## src/rtl/mem_ctrl_if.sv

```systemverilog
// Request/response and RAM-port signals of mem_ctrl. The controller uses the slave
// modport; the requesters and the RAM sit on the master side.
interface mem_ctrl_if #(
    parameter int ADDR_WIDTH  = 17,
    parameter int BLOCK_WIDTH = 4
);
    localparam int BLOCK_SIZE = 2 ** BLOCK_WIDTH;

    logic                              instrReq;
    logic [ADDR_WIDTH-1:BLOCK_WIDTH]   instrAddr;
    logic                              instrDataValid;
    logic [ADDR_WIDTH-1:BLOCK_WIDTH]   instrBlockAddr;
    logic [BLOCK_SIZE*8-1:0]           instrData;

    logic                              dataReq;
    logic                              dataWrite;
    logic [1:0]                        dataSize;
    logic [ADDR_WIDTH-1:0]             dataAddr;
    logic [31:0]                       dataIn;
    logic                              dataValid;
    logic [31:0]                       dataOut;

    logic [7:0]                        memIn;
    logic [7:0]                        memOut;
    logic [ADDR_WIDTH-1:0]             memAddr;
    logic                              memWrite;

    modport slave (
        input  instrReq, instrAddr, dataReq, dataWrite, dataSize, dataAddr, dataIn, memIn,
        output instrDataValid, instrBlockAddr, instrData, dataValid, dataOut,
               memOut, memAddr, memWrite
    );

    modport master (
        output instrReq, instrAddr, dataReq, dataWrite, dataSize, dataAddr, dataIn, memIn,
        input  instrDataValid, instrBlockAddr, instrData, dataValid, dataOut,
               memOut, memAddr, memWrite
    );
endinterface

```

## src/rtl/mem_ctrl.sv

```systemverilog
// mem_ctrl: shares one byte-wide RAM port between icache block refills and 1/2/4-byte loads/stores.
// Optional MEM_CTRL_RR_EN: round-robin arbitration on contention (default: data beats instruction).
//
// state    | meaning
// S_IDLE   | sample requests, arbitrate, latch base/count/store data/owner
// S_IFETCH | serial block refill read, cnt 0..N
// S_DREAD  | serial load read, cnt 0..N
// S_DWRITE | serial store, one byte per cycle, cnt 0..N-1
// S_DONE   | owner's valid pulse, then back to idle
module mem_ctrl #(
    parameter int ADDR_WIDTH  = 17,
    parameter int BLOCK_WIDTH = 4
) (
    input  logic       clkIn,
    input  logic       resetIn,
    input  logic       readyIn,
    input  logic       flushIn,
    mem_ctrl_if.slave  bus
);
    localparam int BLOCK_SIZE = 2 ** BLOCK_WIDTH;
    localparam int CNT_W      = BLOCK_WIDTH + 1;
    localparam int LINE_W     = BLOCK_SIZE * 8;

    typedef enum logic [2:0] {
        S_IDLE,
        S_IFETCH,
        S_DREAD,
        S_DWRITE,
        S_DONE
    } state_t;

    state_t                  state_q;
    logic [CNT_W-1:0]        cnt_q;
    logic [CNT_W-1:0]        n_q;
    logic [ADDR_WIDTH-1:0]   base_q;
    logic [31:0]             wdata_q;
    logic [LINE_W-1:0]       line_q;

    logic [ADDR_WIDTH-1:0]   mem_addr_q;
    logic [7:0]              mem_out_q;
    logic                    mem_we_q;
    logic                    iv_q;
    logic                    dv_q;
    logic [LINE_W-1:0]       idata_q;
    logic [ADDR_WIDTH-1:BLOCK_WIDTH] iblk_q;
    logic [31:0]             dout_q;
`ifdef MEM_CTRL_RR_EN
    logic                    last_instr_q;
`endif

    logic [CNT_W-1:0]        cnt_inc;
    logic [ADDR_WIDTH-1:0]   addr_nxt;
    logic [BLOCK_WIDTH-1:0]  byte_idx;
    logic [LINE_W-1:0]       line_d;
    logic [7:0]              wbyte_d;
    logic [CNT_W-1:0]        dn_d;
    logic                    pick_data;
    logic                    pick_instr;

    always_comb begin
        cnt_inc  = cnt_q + CNT_W'(1);
        addr_nxt = base_q + ADDR_WIDTH'(cnt_inc);
        // memIn carries the byte addressed one cycle earlier
        byte_idx = cnt_q[BLOCK_WIDTH-1:0] - BLOCK_WIDTH'(1);
        line_d   = line_q;
        line_d[{byte_idx, 3'b000} +: 8] = bus.memIn;
        wbyte_d  = wdata_q[{cnt_inc[1:0], 3'b000} +: 8];

        case (bus.dataSize)
            2'd0:    dn_d = CNT_W'(1);
            2'd1:    dn_d = CNT_W'(2);
            default: dn_d = CNT_W'(4);
        endcase

`ifdef MEM_CTRL_RR_EN
        pick_data = bus.dataReq & (~bus.instrReq | last_instr_q);
`else
        pick_data = bus.dataReq;
`endif
        pick_instr = bus.instrReq & ~pick_data;
    end

    always_ff @(posedge clkIn or negedge resetIn) begin
        if (!resetIn) begin
            state_q    <= S_IDLE;
            cnt_q      <= '0;
            n_q        <= '0;
            base_q     <= '0;
            wdata_q    <= '0;
            line_q     <= '0;
            mem_addr_q <= '0;
            mem_out_q  <= '0;
            mem_we_q   <= 1'b0;
            iv_q       <= 1'b0;
            dv_q       <= 1'b0;
            idata_q    <= '0;
            iblk_q     <= '0;
            dout_q     <= '0;
`ifdef MEM_CTRL_RR_EN
            last_instr_q <= 1'b0;
`endif
        end else if (state_q == S_IFETCH && flushIn) begin
            // a flush is honoured even under a stall so it can never be lost
            state_q <= S_IDLE;
            cnt_q   <= '0;
        end else if (readyIn) begin
            case (state_q)
                S_IDLE: begin
                    cnt_q <= '0;
                    if (pick_instr) begin
                        state_q    <= S_IFETCH;
                        base_q     <= {bus.instrAddr, {BLOCK_WIDTH{1'b0}}};
                        mem_addr_q <= {bus.instrAddr, {BLOCK_WIDTH{1'b0}}};
                        n_q        <= CNT_W'(BLOCK_SIZE);
                        line_q     <= '0;
`ifdef MEM_CTRL_RR_EN
                        last_instr_q <= 1'b1;
`endif
                    end else if (pick_data) begin
                        state_q    <= bus.dataWrite ? S_DWRITE : S_DREAD;
                        base_q     <= bus.dataAddr;
                        mem_addr_q <= bus.dataAddr;
                        n_q        <= dn_d;
                        wdata_q    <= bus.dataIn;
                        line_q     <= '0;
                        if (bus.dataWrite) begin
                            mem_we_q  <= 1'b1;
                            mem_out_q <= bus.dataIn[7:0];
                        end
`ifdef MEM_CTRL_RR_EN
                        last_instr_q <= 1'b0;
`endif
                    end
                end

                S_IFETCH, S_DREAD: begin
                    if (cnt_q != '0) begin
                        line_q <= line_d;
                    end
                    if (cnt_q == n_q) begin
                        state_q <= S_DONE;
                        if (state_q == S_IFETCH) begin
                            idata_q <= line_d;
                            iblk_q  <= base_q[ADDR_WIDTH-1:BLOCK_WIDTH];
                            iv_q    <= 1'b1;
                        end else begin
                            dout_q <= line_d[31:0];
                            dv_q   <= 1'b1;
                        end
                    end else begin
                        cnt_q      <= cnt_inc;
                        mem_addr_q <= addr_nxt;
                    end
                end

                S_DWRITE: begin
                    if (cnt_inc == n_q) begin
                        state_q  <= S_DONE;
                        mem_we_q <= 1'b0;
                        dv_q     <= 1'b1;
                    end else begin
                        cnt_q      <= cnt_inc;
                        mem_addr_q <= addr_nxt;
                        mem_out_q  <= wbyte_d;
                    end
                end

                S_DONE: begin
                    state_q <= S_IDLE;
                    cnt_q   <= '0;
                    iv_q    <= 1'b0;
                    dv_q    <= 1'b0;
                end

                default: begin
                    state_q  <= S_IDLE;
                    cnt_q    <= '0;
                    mem_we_q <= 1'b0;
                end
            endcase
        end
    end

    assign bus.memAddr        = mem_addr_q;
    assign bus.memOut         = mem_out_q;
    assign bus.memWrite       = mem_we_q & readyIn;
    assign bus.instrDataValid = iv_q;
    assign bus.instrBlockAddr = iblk_q;
    assign bus.instrData      = idata_q;
    assign bus.dataValid      = dv_q;
    assign bus.dataOut        = dout_q;
endmodule

```

## src/flat_wrapper.sv

```systemverilog
// flat-port wrapper written by rule: the top's interface ports become plain ports
module mem_ctrl_flat 
#(
    parameter int ADDR_WIDTH  = 17,
    parameter int BLOCK_WIDTH = 4
)
  (clkIn, resetIn, readyIn, flushIn, bus_instrReq, bus_instrAddr, bus_dataReq, bus_dataWrite, bus_dataSize, bus_dataAddr, bus_dataIn, bus_memIn, bus_instrDataValid, bus_instrBlockAddr, bus_instrData, bus_dataValid, bus_dataOut, bus_memOut, bus_memAddr, bus_memWrite);
  mem_ctrl_if #(.ADDR_WIDTH(ADDR_WIDTH), .BLOCK_WIDTH(BLOCK_WIDTH)) bus_i ();
  input  logic clkIn;
  input  logic resetIn;
  input  logic readyIn;
  input  logic flushIn;
  input wire logic [$bits(bus_i.instrReq)-1:0] bus_instrReq;
  input wire logic [$bits(bus_i.instrAddr)-1:0] bus_instrAddr;
  input wire logic [$bits(bus_i.dataReq)-1:0] bus_dataReq;
  input wire logic [$bits(bus_i.dataWrite)-1:0] bus_dataWrite;
  input wire logic [$bits(bus_i.dataSize)-1:0] bus_dataSize;
  input wire logic [$bits(bus_i.dataAddr)-1:0] bus_dataAddr;
  input wire logic [$bits(bus_i.dataIn)-1:0] bus_dataIn;
  input wire logic [$bits(bus_i.memIn)-1:0] bus_memIn;
  output wire logic [$bits(bus_i.instrDataValid)-1:0] bus_instrDataValid;
  output wire logic [$bits(bus_i.instrBlockAddr)-1:0] bus_instrBlockAddr;
  output wire logic [$bits(bus_i.instrData)-1:0] bus_instrData;
  output wire logic [$bits(bus_i.dataValid)-1:0] bus_dataValid;
  output wire logic [$bits(bus_i.dataOut)-1:0] bus_dataOut;
  output wire logic [$bits(bus_i.memOut)-1:0] bus_memOut;
  output wire logic [$bits(bus_i.memAddr)-1:0] bus_memAddr;
  output wire logic [$bits(bus_i.memWrite)-1:0] bus_memWrite;
  assign bus_i.instrReq = bus_instrReq;
  assign bus_i.instrAddr = bus_instrAddr;
  assign bus_i.dataReq = bus_dataReq;
  assign bus_i.dataWrite = bus_dataWrite;
  assign bus_i.dataSize = bus_dataSize;
  assign bus_i.dataAddr = bus_dataAddr;
  assign bus_i.dataIn = bus_dataIn;
  assign bus_i.memIn = bus_memIn;
  assign bus_instrDataValid = bus_i.instrDataValid;
  assign bus_instrBlockAddr = bus_i.instrBlockAddr;
  assign bus_instrData = bus_i.instrData;
  assign bus_dataValid = bus_i.dataValid;
  assign bus_dataOut = bus_i.dataOut;
  assign bus_memOut = bus_i.memOut;
  assign bus_memAddr = bus_i.memAddr;
  assign bus_memWrite = bus_i.memWrite;
  mem_ctrl #(.ADDR_WIDTH(ADDR_WIDTH), .BLOCK_WIDTH(BLOCK_WIDTH)) u_core (.clkIn(clkIn), .resetIn(resetIn), .readyIn(readyIn), .flushIn(flushIn), .bus(bus_i));
endmodule
```

## config.mk

```make
export PLATFORM = sky130hd
export DESIGN_NAME = mem_ctrl_flat
export DESIGN_NICKNAME = d
export VERILOG_FILES = /design/src/rtl/mem_ctrl_if.sv /design/src/rtl/mem_ctrl.sv /design/src/flat_wrapper.sv
export SDC_FILE = /design/constraint.sdc
export NUM_CORES = 1
export LEC_CHECK = 0
export ABC_AREA = 1
export ABC_CLOCK_PERIOD_IN_PS = 6200
export CORE_ASPECT_RATIO = 1.1
export CORE_MARGIN = 5
export CORE_UTILIZATION = 27
export CTS_BUF_LIST = sky130_fd_sc_hd__clkbuf_16
export CTS_CLUSTER_SIZE = 30
export DETAILED_ROUTE_END_ITERATION = 8
export GPL_TIMING_DRIVEN = 0
export PLACE_DENSITY_LB_ADDON = 0.1
export SLEW_MARGIN = 20
export SYNTH_ARGS = -nofsm -noshare
export SYNTH_HDL_FRONTEND = slang
export SYNTH_SLANG_ARGS = --single-unit
```

## constraint.sdc

```tcl
create_clock -name clkIn -period 6.2 [get_ports clkIn]
set_input_delay 0.93 -clock clkIn [delete_from_list [all_inputs] [get_ports clkIn]]
set_output_delay 0.93 -clock clkIn [all_outputs]
set_load 0.01 [all_outputs]
```

; ---- Word level (Yosys, flattened, before mapping)
; Cells that the tools add are included.
[word_totals]
regBits = 391
latch_bits = 0
mem_bits_rw = 0
romBits = 0
word_cells = 119
mem_count = 0
[classes]
add_sub_neg = 4
n_mul = 0
div = 0
magnitude_cmp = 0
eq_ne = 23
shifts = 3
n_mux = 43
n_bitwise = 7
reduce_logical = 25
[op_table]
columns = cell, n
row1 = 128-bit two-way mux, 3
row2 = 128-bit case mux with 2 select lines, 1
row3 = 128-bit bitwise mux, 1
row4 = "8-bit by 9-bit variable shift with 128-bit output, first input constant", 1
row5 = 8-bit by 9-bit indexed part select with 128-bit output, 1
row6 = 17-bit two-way mux, 4
row7 = 17-bit case mux with 3 select lines, 1
row8 = 8-bit two-way mux, 4
row9 = 32-bit by 6-bit indexed part select with 8-bit output, 1
row10 = 5-bit two-way mux, 6
row11 = 5-bit AND reduction, 5
row12 = 3-bit two-way mux, 6
row13 = 17-bit by 5-bit adder with 17-bit output, 1
row14 = 8-bit case mux with 2 select lines, 1
row15 = 7-bit AND reduction, 2
row16 = "2-bit != test, second input constant", 6
row17 = 6-bit AND reduction, 2
row18 = 5-bit equality test, 2
row19 = 1-bit two-way mux, 10
row20 = 5-bit case mux with 2 select lines, 1
row21 = 2-bit nonzero test, 5
row22 = "3-bit by 2-bit != test with 1-bit output, second input constant", 3
row23 = 7-bit negator with 9-bit output, 1
row24 = 3-bit case mux with 3 select lines, 1
row25 = 23 further kinds, 36

; ---- Logic depth before layout (Yosys ltp)
; Gate-level depths: netlist of the first run.
[depth]
word_depth = 6
mapped_depth = 17
mapped_depth_nobuf = 16

; ---- Worst setup path after synthesis of the first run
; OpenSTA, ideal clock, no wires.
[synth_path]
kind = register to register
start = reg u_core.cnt_q[0]
end = reg u_core.mem_addr_q[16], in the netlist u_core.bus.memAddr[16]
arrival_ns = 2.225
setup_slack_ns = 3.858
stages_incl_launch_ff = 16
path_cell_list = dfrtp_1 -> buf_4 -> inv_2 -> ha_1 -> inv_1 -> fa_1 -> inv_1 -> nand3_1 -> nand2_1 -> nand2_1 -> nand2_1 -> nand3_1 -> nand3_1 -> nand2_1 -> nand2_1 -> nand2_1
[synth_via]
elab_chain_len = 4
elab_cells_between_ends = 10
cone_classes = add/sub: 2 / eq/ne: 4 / mux: 3 / reduce/logical: 1
[synth_lines]
columns = item, line
row1 = start: declaration, mem_ctrl.sv:33  ; logic [CNT_W-1:0] cnt_q;
row2 = start signal: assignment, mem_ctrl.sv:151  ; cnt_q <= cnt_inc;
row3 = start signal: assignment, mem_ctrl.sv:162  ; cnt_q <= cnt_inc;
row4 = 5-bit by 1-bit adder with 5-bit output, mem_ctrl.sv:61  ; cnt_inc = cnt_q + CNT_W'(1);
row5 = 17-bit by 5-bit adder with 17-bit output / 5-bit equality test (equally long branches), "mem_ctrl.sv:62, mem_ctrl.sv:157"
row6 = "17-bit two-way mux, or another cell as far along", mem_ctrl.sv:157  ; if (cnt_inc == n_q) begin
row7 = 17-bit case mux with 3 select lines / 6-bit AND reduction (equally long branches), --
row8 = end signal: assignment, mem_ctrl.sv:113  ; mem_addr_q <= {bus.instrAddr, {BLOCK_WIDTH{1'b0}}};
row9 = end signal: assignment, mem_ctrl.sv:122  ; mem_addr_q <= bus.dataAddr;
row10 = end signal: assignment, mem_ctrl.sv:163  ; mem_addr_q <= addr_nxt;
row11 = end: declaration, mem_ctrl.sv:39  ; logic [ADDR_WIDTH-1:0] mem_addr_q;
; Several ways; a longest one is shown, not always the timed one. The select of a mux whose other input is x is not followed.
; A chain may end at the register's enable or synchronous reset.

; ---- Final worst setup path of the first run
[layout_path]
start = reg u_core.cnt_q[0]
end = reg u_core.idata_q[45], in the netlist u_core.bus.instrData[45]
[layout_via]
elab_chain_len = 4
elab_cells_between_ends = 7
cone_classes = add/sub: 2 / eq/ne: 1 / shift: 2 / mux: 1 / reduce/logical: 1
[layout_lines]
columns = item, line
row1 = 4-bit by 1-bit subtractor with 4-bit output, mem_ctrl.sv:64  ; byte_idx = cnt_q[BLOCK_WIDTH-1:0] - BLOCK_WIDTH'(1);
row2 = 7-bit negator with 9-bit output, mem_ctrl.sv:66  ; line_d[{byte_idx, 3'b000} +: 8] = bus.memIn;
row3 = 8-bit by 9-bit indexed part select with 128-bit output / 8-bit by 9-bit variable shift with 128-bit output (equally long branches), mem_ctrl.sv:66
row4 = 128-bit bitwise mux, mem_ctrl.sv:66
row5 = end signal: assignment, mem_ctrl.sv:143  ; idata_q <= line_d;
row6 = end: declaration, mem_ctrl.sv:44  ; logic [LINE_W-1:0] idata_q;
; Several ways; a longest one is shown, not always the timed one.

==> impl_metrics.tcl, run 1 <==
set metrics [dict create \
    finalClockSkew_ns 0.0245 \
    yosysWarnings 0 \
    status "finished, final reports clean" \
    firstDrtPassIters 7 \
    synth_fp_nets 2540 \
    synth_area_leaders "dfrtp_1 52%, nand2_1 21%, nand3_1 7.5%" \
    wl_met2_um 34000 \
    die_y_um 286 \
    grt_pass1_wl_um 107000 \
    synth_top_family_by_area "simple AND/OR/NAND/NOR gates" \
    crit_cells 11 \
    p_comb_share_pct 39.3 \
    path_cells "buf_4 -> inv_2 -> ha_1 -> buf_1 -> nand2_1 -> clkbuf_1 -> nor2_1 -> nand2_1 -> nand2_1 -> nand3_1 -> nand2_1" \
    synth_xor_area_share_pct 0.188 \
    r2r_slack_ns 2.60 \
    p_int_mw 6.17 \
    fmax_ghz 0.278 \
    antenna_found_initial 8 \
    hp-class "input port to asynchronous set/reset pin" \
    drc 0 \
    hold_viol 0 \
    maxCapViolCount 0 \
    tns_ns 0 \
    cts_buffer_depth 3 \
    final_net_count 2871 \
    relSlewSlack_pct 26.7 \
    initial_core_util_pct 27.1 \
    critPathMaxStageDelay_ns 0.59 \
    drive_gt1_share_pct 5.54 \
    yosysTopAreaCell "dfrtp_1" \
    crit_start "u_core.cnt_q[0]" \
    cts.sinks 390 \
    cts_resized 0 \
    wl_met3_um 4520 \
    dp.cells 3659 \
    crit_required_ns 6.71 \
    io_pins 280 \
    synthDistinctLibCells 35 \
    p_seq_share_pct 33.4 \
    synth_compound_area_share_pct 6.28 \
    p_sw_share_pct 40.7 \
    grt_pass1_vias 17268 \
    muxShareOfSynthArea_pct 0.161 \
    hpwl_um 53700 \
    ys_seq_elements 390 \
    clock_latency_ns 0.59 \
    synth_area_um2 18700 \
    syn_inst 2449 \
    ff2ff_path_depth 11 \
    grt_overflow 0 \
    setup_viol_count_final 0 \
    post_cts_buffers 0 \
    design.core.area_um2 68700 \
    synth.avg_cell_area_um2 7.62 \
    p_switching_mw 4.23 \
    clk_pin_slew_worst_paths_ns 0.06 \
    reg2reg_from "u_core.cnt_q[0]" \
    highest_layer "met5" \
    final_cell_count_no_fill 3747 \
    viasPerCell 4.55 \
    pwr-share-clk_pct 27.3 \
    timing.final.ws_setup_ns 2.60 \
    cp_max_fo 10 \
    yosys.area_share.simple_pct 33.0 \
    grt_use_total_pct 18.5 \
    cts-htree-levels 2 \
    synthAdderAreaFrac_pct 0.845 \
    post-place-ws_ns 2.57 \
    portBuffers 278 \
    critPathCapture "u_core.bus.instrData[45]" \
    die_x_um 261 \
    max_slew.worst_pin.slew_ns 1.09 \
    cts_root_buffer "clkbuf_16" \
    fp-row-count 101 \
    finalWirelength_um 70200 \
    cts_buffers 46 \
    fin_crit_sh_pct 58.1 \
    yosys.area.top_type_share_pct 52.3 \
    final_common_cell "nand2_1" \
    rr_endpoint "u_core.bus.instrData[45]" \
    cp_slowest_cell "nor2_1" \
    hold_buffers 0 \
    nFillCells 7307 \
    crit_type "flop to flop" \
    initialDrtViolationCount 926 \
    drt.antenna.violating_nets 0 \
    grt_max_degree 85 \
    p_leak_nw 12.3 \
    wl_met1_um 29800 \
    slew_violations 0 \
    vias 17040 \
    cp_top_family "simple AND/OR/NAND/NOR gates" \
    crit_path_start_kind "flop" \
    mostFrequentLayoutCells "1067 x nand2_1, 390 x dfrtp_1, 278 x nand3_1" \
    synthToLayoutAreaGrowth_pct 30.2 \
    end_kind "flop" \
    path_buf_inv 4 \
    routedWlPerCell_um 18.7 \
    rsz0062_at_grt "false" \
    path_common_cell "nand2_1" \
    ir_drop_mv 0.209 \
    dieArea_um2 74500 \
    arrival_ns 4.11 \
    place_congestion 0.856 \
    fin_crit_ns 3.60 \
    tritoncts "built" \
    pwr_density_cell_nw_per_um2 428 \
    yosysSeqAreaShare_pct 52.3 \
]
## cell usage after synthesis
cell	n
a21oi_1	17
a21oi_2	1
and3_1	2
buf_1	3
buf_2	42
buf_4	8
clkbuf_1	53
dfrtp_1	390
fa_1	1
ha_1	11
inv_1	217
inv_2	14
mux2i_1	3
nand2_1	1067
nand2_2	6
nand2_4	1
nand3_1	278
nand3_2	3
nand3b_1	28
nand3b_2	1
nand4_1	17
nor2_1	60
nor2_2	3
nor2_4	4
nor3_1	3
nor3_2	1
nor3_4	1
nor3b_1	1
o21ai_0	141
o21ai_1	46
o21bai_1	8
o22ai_1	13
or2_2	1
xnor2_1	1
xor2_1	3
## sequential cells by signal, indices dropped and copies added, names as in the netlist
signal / flops
u_core.bus.instrData: 128
u_core.bus.memAddr: 17
u_core.base_q: 17
u_core.bus.instrDataValid: 1
u_core.bus.dataValid: 1
u_core.mem_we_q: 1
u_core.bus.instrBlockAddr: 13
u_core.bus.memOut: 8
u_core.bus.dataOut: 32
u_core.state_q: 3
u_core.line_q: 128
u_core.n_q: 4
u_core.wdata_q: 32
u_core.cnt_q: 5
## per-stage QoR
stage	power, mW	area, um2	hold WS, ns	util, %
2_1_floorplan	5.77	18700	0.442	-
3_3_place_gp	7.61	22600	0.455	32.9
3_5_place_dp	7.65	22700	0.460	33.1
4_1_cts	10.6	24300	0.209	35.3
5_1_grt	11.1	24300	0.226	35.3
6_report	10.4	24300	0.227	35.3
## per-layer routing
metal  GRT usage [%]  vias up
met3            4.85      103
met5               0        -
met4            4.56       12
li1                -     8416
met2            31.4      391
met1            23.6     8118
## worst min path at each step
stage	from	end	slack, ns	cells past startpoint
5_1_grt	resetIn	u_core.bus.dataOut[12]	0.23	1
6_report	resetIn	u_core.bus.dataOut[12]	0.23	1
2_1_floorplan	u_core.wdata_q[21]	u_core.wdata_q[21]	0.44	2
3_5_place_dp	u_core.wdata_q[21]	u_core.wdata_q[21]	0.46	2
3_3_place_gp	u_core.wdata_q[6]	u_core.wdata_q[6]	0.45	2
4_1_cts	resetIn	u_core.bus.dataOut[12]	0.21	1
## logic make-up after synthesis
logic type,count (synthesis)
xor gates and xnor gates,4
adders and majority gates,12
buffers and inverters,337
AOI/OAI and AO/OA,226
muxes,3
and+or+nand+nor,1477
DFF,390
## layout make-up
type                            instances  area, um2  share of cell area (%)
Sequential cell                       390       9760                    40.2
Multi-Input combinational cell       1722       7550                    31.1
Timing Repair Buffer                  283       2930                    12.0
Tap cell                              927       1160                    4.77
Clock buffer                           46       1150                    4.74
Inverter                              231        867                    3.57
Buffer                                106        480                    1.98
Clock inverter                         38        389                    1.60
Antenna cell                            4       10.0                  0.0412
## power groups by stage
stage | Clock, mW | Sequential, mW | Combinational, mW
floorplan | 0 | 3.56 | 2.22
global placement | 0 | 3.53 | 4.08
detailed placement | 0 | 3.52 | 4.12
CTS | 2.92 | 3.48 | 4.15
global route | 3.03 | 3.55 | 4.55
finish | 2.83 | 3.48 | 4.09
No activity file was read; power rests on OpenSTA's default activity.
==> run 2, diff against run 1 <==
--- a/config.mk
+++ b/config.mk
@@ -6,7 +6,7 @@
 export NUM_CORES = 1
 export LEC_CHECK = 0
 export ABC_AREA = 1
-export ABC_CLOCK_PERIOD_IN_PS = 6200
+export ABC_CLOCK_PERIOD_IN_PS = 3500
 export CORE_ASPECT_RATIO = 1.1
 export CORE_MARGIN = 5
 export CORE_UTILIZATION = 27
==> constraint.sdc (replaced) <==
create_clock -name clkIn -period 3.5 [get_ports clkIn]
set_input_delay 0.525 -clock clkIn [delete_from_list [all_inputs] [get_ports clkIn]]
set_output_delay 0.525 -clock clkIn [all_outputs]
set_load 0.01 [all_outputs]
==> run 2 against run 1 <==
  * Total power is 77% higher
  * Non-clock buffer count increased by 1
  * Register-to-register slack got worse by 2.4 ns
  * Cell area increased by 0.11%
  * First-iteration DRC count up 4.2%
  * Maximum frequency is 10% higher
  * Final cell count stayed put
  * Largest power group unchanged
  * Highest routed layer unchanged
==> impl_metrics.tcl, run 2 (same netlist as run 1, synthesis figures left out) <==
set metrics [dict create \
    critPathMaxStageDelay_ns 0.49 \
    path_cells "buf_4 -> inv_2 -> ha_2 -> inv_1 -> nand2_1 -> clkbuf_1 -> nor2_1 -> nand2_1 -> nand2_1 -> nand3_1 -> nand2_1" \
    viasPerCell 4.55 \
    finalWirelength_um 70000 \
    clock_latency_ns 0.59 \
    die_y_um 286 \
    routedWlPerCell_um 18.7 \
    p_total_mw 18.5 \
    path_common_cell "nand2_1" \
    io_pins 280 \
    arrival_ns 3.78 \
    grt_pass1_vias 17271 \
    initial_core_util_pct 27.1 \
    max_slew.worst_pin.slew_ns 1.08 \
    tritoncts "built" \
    antenna_found_initial 8 \
    fin_crit_sh_pct 93.4 \
    drive_gt1_share_pct 5.86 \
    pwr_density_cell_nw_per_um2 759 \
    firstDrtPassIters 5 \
    cts_buffer_depth 3 \
    die_x_um 261 \
    grt_max_degree 85 \
    p_leak_nw 12.3 \
    drt.antenna.violating_nets 0 \
    final_net_count 2872 \
    design.core.area_um2 68700 \
    tns_ns 0 \
    maxCapViolCount 0 \
    crit_type "flop to flop" \
    cts_buffers 46 \
    cp_slowest_cell "nor2_1" \
    slew_violations 0 \
    multiInputGateArea_um2 7570 \
    cp_max_fo 10 \
    fin_crit_ns 3.27 \
    crit_path_start_kind "flop" \
    mostFrequentLayoutCells "1066 x nand2_1, 390 x dfrtp_1, 278 x nand3_1" \
    drc 0 \
    synthToLayoutAreaGrowth_pct 30.3 \
    hold_viol 0 \
    hp-class "input port to flop" \
    initialDrtViolationCount 965 \
    post_cts_buffers 0 \
    nFillCells 7306 \
    seqCellArea_um2 9760 \
    fmax_ghz 0.306 \
    place_congestion 0.856 \
    cts_root_buffer "clkbuf_16" \
    crit_required_ns 4.01 \
    rsz0062_at_grt "false" \
    place_area_um2 22700 \
    fp-row-count 101 \
    clk_pin_slew_worst_paths_ns 0.06 \
    setup_viol_count_final 0 \
    grt_use_total_pct 18.5 \
    cts.sinks 390 \
    grt_overflow 0 \
    dieArea_um2 74500 \
    portBuffers 278 \
    cts-htree-levels 2 \
    ir_drop_mv 0.371 \
    design_area_um2 24300 \
    vias 17062 \
    status "finished, final reports clean" \
    grt_pass1_wl_um 107000 \
    end_kind "flop" \
    final_common_cell "nand2_1" \
    hpwl_um 53700 \
    finalClockSkew_ns 0.0222 \
    relSlewSlack_pct 27.7 \
]
==> run 2: worst paths after layout <==
| check | start | endpoint | slack (ns) | cells past startpoint |
|---|---|---|---|---|
| setup reg to reg | u_core.cnt_q[0] | u_core.bus.instrData[56] | 0.23 | 11 |
| min in group asynchronous | resetIn | u_core.bus.dataOut[12] | 0.43 | 2 |
| setup / recovery | u_core.cnt_q[0] | u_core.bus.instrData[56] | 0.23 | 11 |
| max in group asynchronous | resetIn | u_core.wdata_q[4] | 1.90 | 4 |
| hold reg to reg | u_core.wdata_q[21] | u_core.wdata_q[21] | 0.47 | 2 |
| hold / removal | readyIn | u_core.bus.dataValid | 0.37 | 3 |
==> run 2: cell type report <==
| class | instances | area share (%) |
|---|---|---|
| Clock inverter | 38 | 1.60 |
| Multi-Input combinational cell | 1722 | 31.1 |
| Clock buffer | 46 | 4.73 |
| Buffer | 106 | 1.99 |
| Inverter | 231 | 3.56 |
| Antenna cell | 3 | 0.0309 |
| Sequential cell | 390 | 40.1 |
| Timing Repair Buffer | 284 | 12.1 |
| Tap cell | 927 | 4.77 |
==> run 2: stage by stage <==
step | instances | utilization [%] | hold slack (ns) | setup WS (ns)
floorplan | 2449 | - | 0.229 | 1.16
global placement | 3654 | 32.9 | 0.455 | -16.55
detailed placement | 3659 | 33.1 | 0.444 | -0.126
CTS | 3744 | 35.4 | 0.342 | 0.0498
global route | 3745 | 35.4 | 0.393 | 0.0116
finish | 3747 | 35.4 | 0.367 | 0.230
==> run 2: power by group <==
part	internal (mW)	switching [mW]
logic	2.45	4.83
registers	5.52	0.642
clock network	2.98	2.03
==> run 2: repair_timing <==
action,in CTS,in global routing
gates resized for setup,5,4
hold buffers,1,0
setup endpoints to repair,21,52
endpoints found under the hold margin,39,0
==> run 2: worst max-delay path, delay by kind of cell (launching register included) <==
family | cells | cell delay, ns
adder cells (fa/ha/maj) | 1 | 0.37
flip-flops | 1 | 0.42
buffers and inverters | 4 | 1.06
AND/OR/NAND/NOR | 6 | 1.33
==> run 2: metal layers <==
layer	global-route usage [%]	share of wire (%)
met1	23.6	43
met2	31.4	49
met3	4.85	6.4
met4	4.56	2.4
met5	0	0.12
==> run 3, diff against run 2 <==
--- a/config.mk
+++ b/config.mk
@@ -9,7 +9,7 @@
 export ABC_CLOCK_PERIOD_IN_PS = 3500
 export CORE_ASPECT_RATIO = 1.1
 export CORE_MARGIN = 5
-export CORE_UTILIZATION = 27
+export CORE_UTILIZATION = 55
 export CTS_BUF_LIST = sky130_fd_sc_hd__clkbuf_16
 export CTS_CLUSTER_SIZE = 30
 export DETAILED_ROUTE_END_ITERATION = 8
==> run 3 against run 2 <==
  * Highest routed layer unchanged
  * Sequential power hardly changed
  * Critical path depth is 1 lower
  * Setup slack worse by 0.10 ns
  * Largest power group unchanged
  * First-iteration DRC count is 50% higher
  * Clock power is 16% lower
  * Global-route usage is 12 points higher
  * Final cell count is 14% lower
  * Count of clock-buffer cells in the layout is 3 lower
  * Sequential share of layout area is 1.6 points higher
  * Via count is 3.2% higher
  * Largest cell class unchanged
  * Utilization is 35 points higher
==> impl_metrics.tcl, run 3 (same netlist as run 1, synthesis figures left out) <==
set metrics [dict create \
    cts_resized 0 \
    design.core.area_um2 33400 \
    seqCellArea_um2 9760 \
    cp_slowest_cell "nor2_1" \
    crit_path_start_kind "flop" \
    hp-class "input port to flop" \
    grt_pass1_wl_um 92900 \
    wl_met2_um 27500 \
    worstHoldStart "readyIn" \
    nFillCells 2744 \
    grt_use_total_pct 30.8 \
    tritoncts "built" \
    clk_pin_slew_worst_paths_ns 0.06 \
    grt_overflow 0 \
    maxCapViolCount 0 \
    grt_max_degree 102 \
    cts.sinks 390 \
    drive_gt1_share_pct 5.17 \
    setup_viol_count_final 0 \
    p_sw_share_pct 40.7 \
    design_area_um2 23400 \
    max_slew.worst_pin.slew_ns 0.885 \
    die_x_um 186 \
    fin_crit_ns 3.37 \
    finalClockSkew_ns 0.0206 \
    rsz0062_at_grt "false" \
    reg2reg_from "u_core.cnt_q[0]" \
    crit_type "flop to flop" \
    r2r_slack_ns 0.13 \
    hpwl_um 43200 \
    post_cts_buffers 0 \
    cts-htree-levels 2 \
    fmax_ghz 0.297 \
    pwr_density_cell_nw_per_um2 745 \
    pwr-share-clk_pct 24.1 \
    place_area_um2 22100 \
    whs_ns 0.391 \
    drc 0 \
    path_common_cell "nand2_1" \
    cts_buffer_depth 3 \
    fin_crit_sh_pct 96.3 \
    end_kind "flop" \
    viasPerCell 5.43 \
    p_seq_share_pct 35.3 \
    highest_layer "met5" \
    die_y_um 203 \
    initialDrtViolationCount 1451 \
    vias 17607 \
    p_leak_nw 12.2 \
    clock_latency_ns 0.57 \
    critPathMaxStageDelay_ns 0.54 \
    dieArea_um2 37700 \
    relSlewSlack_pct 40.6 \
    hold_buffers 1 \
    p_comb_share_pct 40.6 \
    synthToLayoutAreaGrowth_pct 25.3 \
    routedWlPerCell_um 17.8 \
    portBuffers 278 \
    final_common_cell "nand2_1" \
    final_net_count 2866 \
    crit_start "u_core.cnt_q[0]" \
    place_congestion 0.957 \
    rr_endpoint "u_core.bus.instrData[13]" \
    initial_core_util_pct 55.9 \
    cts_root_buffer "clkbuf_16" \
    cts_buffers 41 \
    wl_met3_um 5280 \
    wl_met1_um 22900 \
    ff2ff_path_depth 10 \
    firstDrtPassIters 6 \
    p_switching_mw 7.09 \
    post-place-ws_ns 0.168 \
    hold_viol 0 \
    path_cells "buf_4 -> inv_2 -> ha_1 -> buf_1 -> nand2_1 -> clkbuf_1 -> nor2_1 -> nand3b_1 -> nand3_1 -> nand2_1" \
    cp_max_fo 10 \
    fp-row-count 70 \
    drt.antenna.violating_nets 0 \
    mostFrequentLayoutCells "1067 x nand2_1, 390 x dfrtp_1, 278 x nand3_1" \
    critPathCapture "u_core.bus.instrData[13]" \
    grt_pass1_vias 17410 \
    timing.final.ws_setup_ns 0.129 \
    slew_violations 0 \
    crit_required_ns 4.01 \
    status "finished, final reports clean" \
    ir_drop_mv 0.497 \
    finalWirelength_um 57800 \
    multiInputGateArea_um2 7550 \
    io_pins 280 \
    arrival_ns 3.88 \
    p_int_mw 10.3 \
    antenna_found_initial 6 \
]
-- run 3: changes by cell type in the layout (fill, tap and decap cells not counted), sizes merged --
cell	previous run	this run
bufinv	8	2
clkbuf	100	96
clkinv	22	14
clkinvlp	2	1
diode	3	2
inv	237	246
-- run 3: how the worst min path moves through the flow --
stage,end,slack (ns),cells past startpoint
after floorplan,u_core.base_q[0],0.23,0
after global placement,u_core.wdata_q[6],0.45,2
after detailed placement,u_core.bus.dataOut[18],0.40,1
after CTS,u_core.bus.dataValid,0.38,3
after global routing,u_core.bus.dataOut[17],0.44,2
final,u_core.bus.dataValid,0.39,3
-- run 3: layout make-up --
class                           instances  area share [%]
Tap cell                              432            2.31
Clock buffer                           43            4.60
Timing Repair Buffer                  283            12.4
Sequential cell                       390            41.7
Buffer                                106            2.05
Antenna cell                            2          0.0214
Clock inverter                         32           0.840
Multi-Input combinational cell       1722            32.3
Inverter                              231            3.71
-- run 3: critical path, delay by kind of cell (launching register included) --
kind,cells,cell delay (ns)
buffers and inverters,4,1.11
DFF,1,0.41
and+or+nand+nor,5,1.34
adders and majority gates,1,0.45
-- run 3: stage by stage --
| step | cells | utilization, % | TNS, ns | total power [mW] |
|---|---|---|---|---|
| after floorplan | 2449 | - | 0 | 10.2 |
| after global placement | 3159 | 65.9 | -5826.61 | 13.0 |
| after detailed placement | 3163 | 66.2 | 0 | 13.2 |
| after CTS | 3239 | 70.1 | 0 | 17.4 |
| after global routing | 3239 | 70.1 | 0 | 18.5 |
| final | 3241 | 70.1 | 0 | 17.4 |
-- run 3: power groups by stage --
stage          Clock, mW  Sequential (mW)  Combinational (mW)
3_5_place_dp           0             6.20                6.96
3_3_place_gp           0             6.20                6.80
5_1_grt             4.44             6.26                7.80
4_1_cts             4.25             6.14                7.02
6_report            4.20             6.14                7.07
2_1_floorplan          0             6.30                3.93
-- run 3: routing by layer --
layer / GRT usage, % / vias to the layer above
met5: 0 / -
met4: 11.2 / 12
met3: 7.38 / 132
met2: 50.2 / 766
met1: 40.4 / 8326
li1: - / 8371
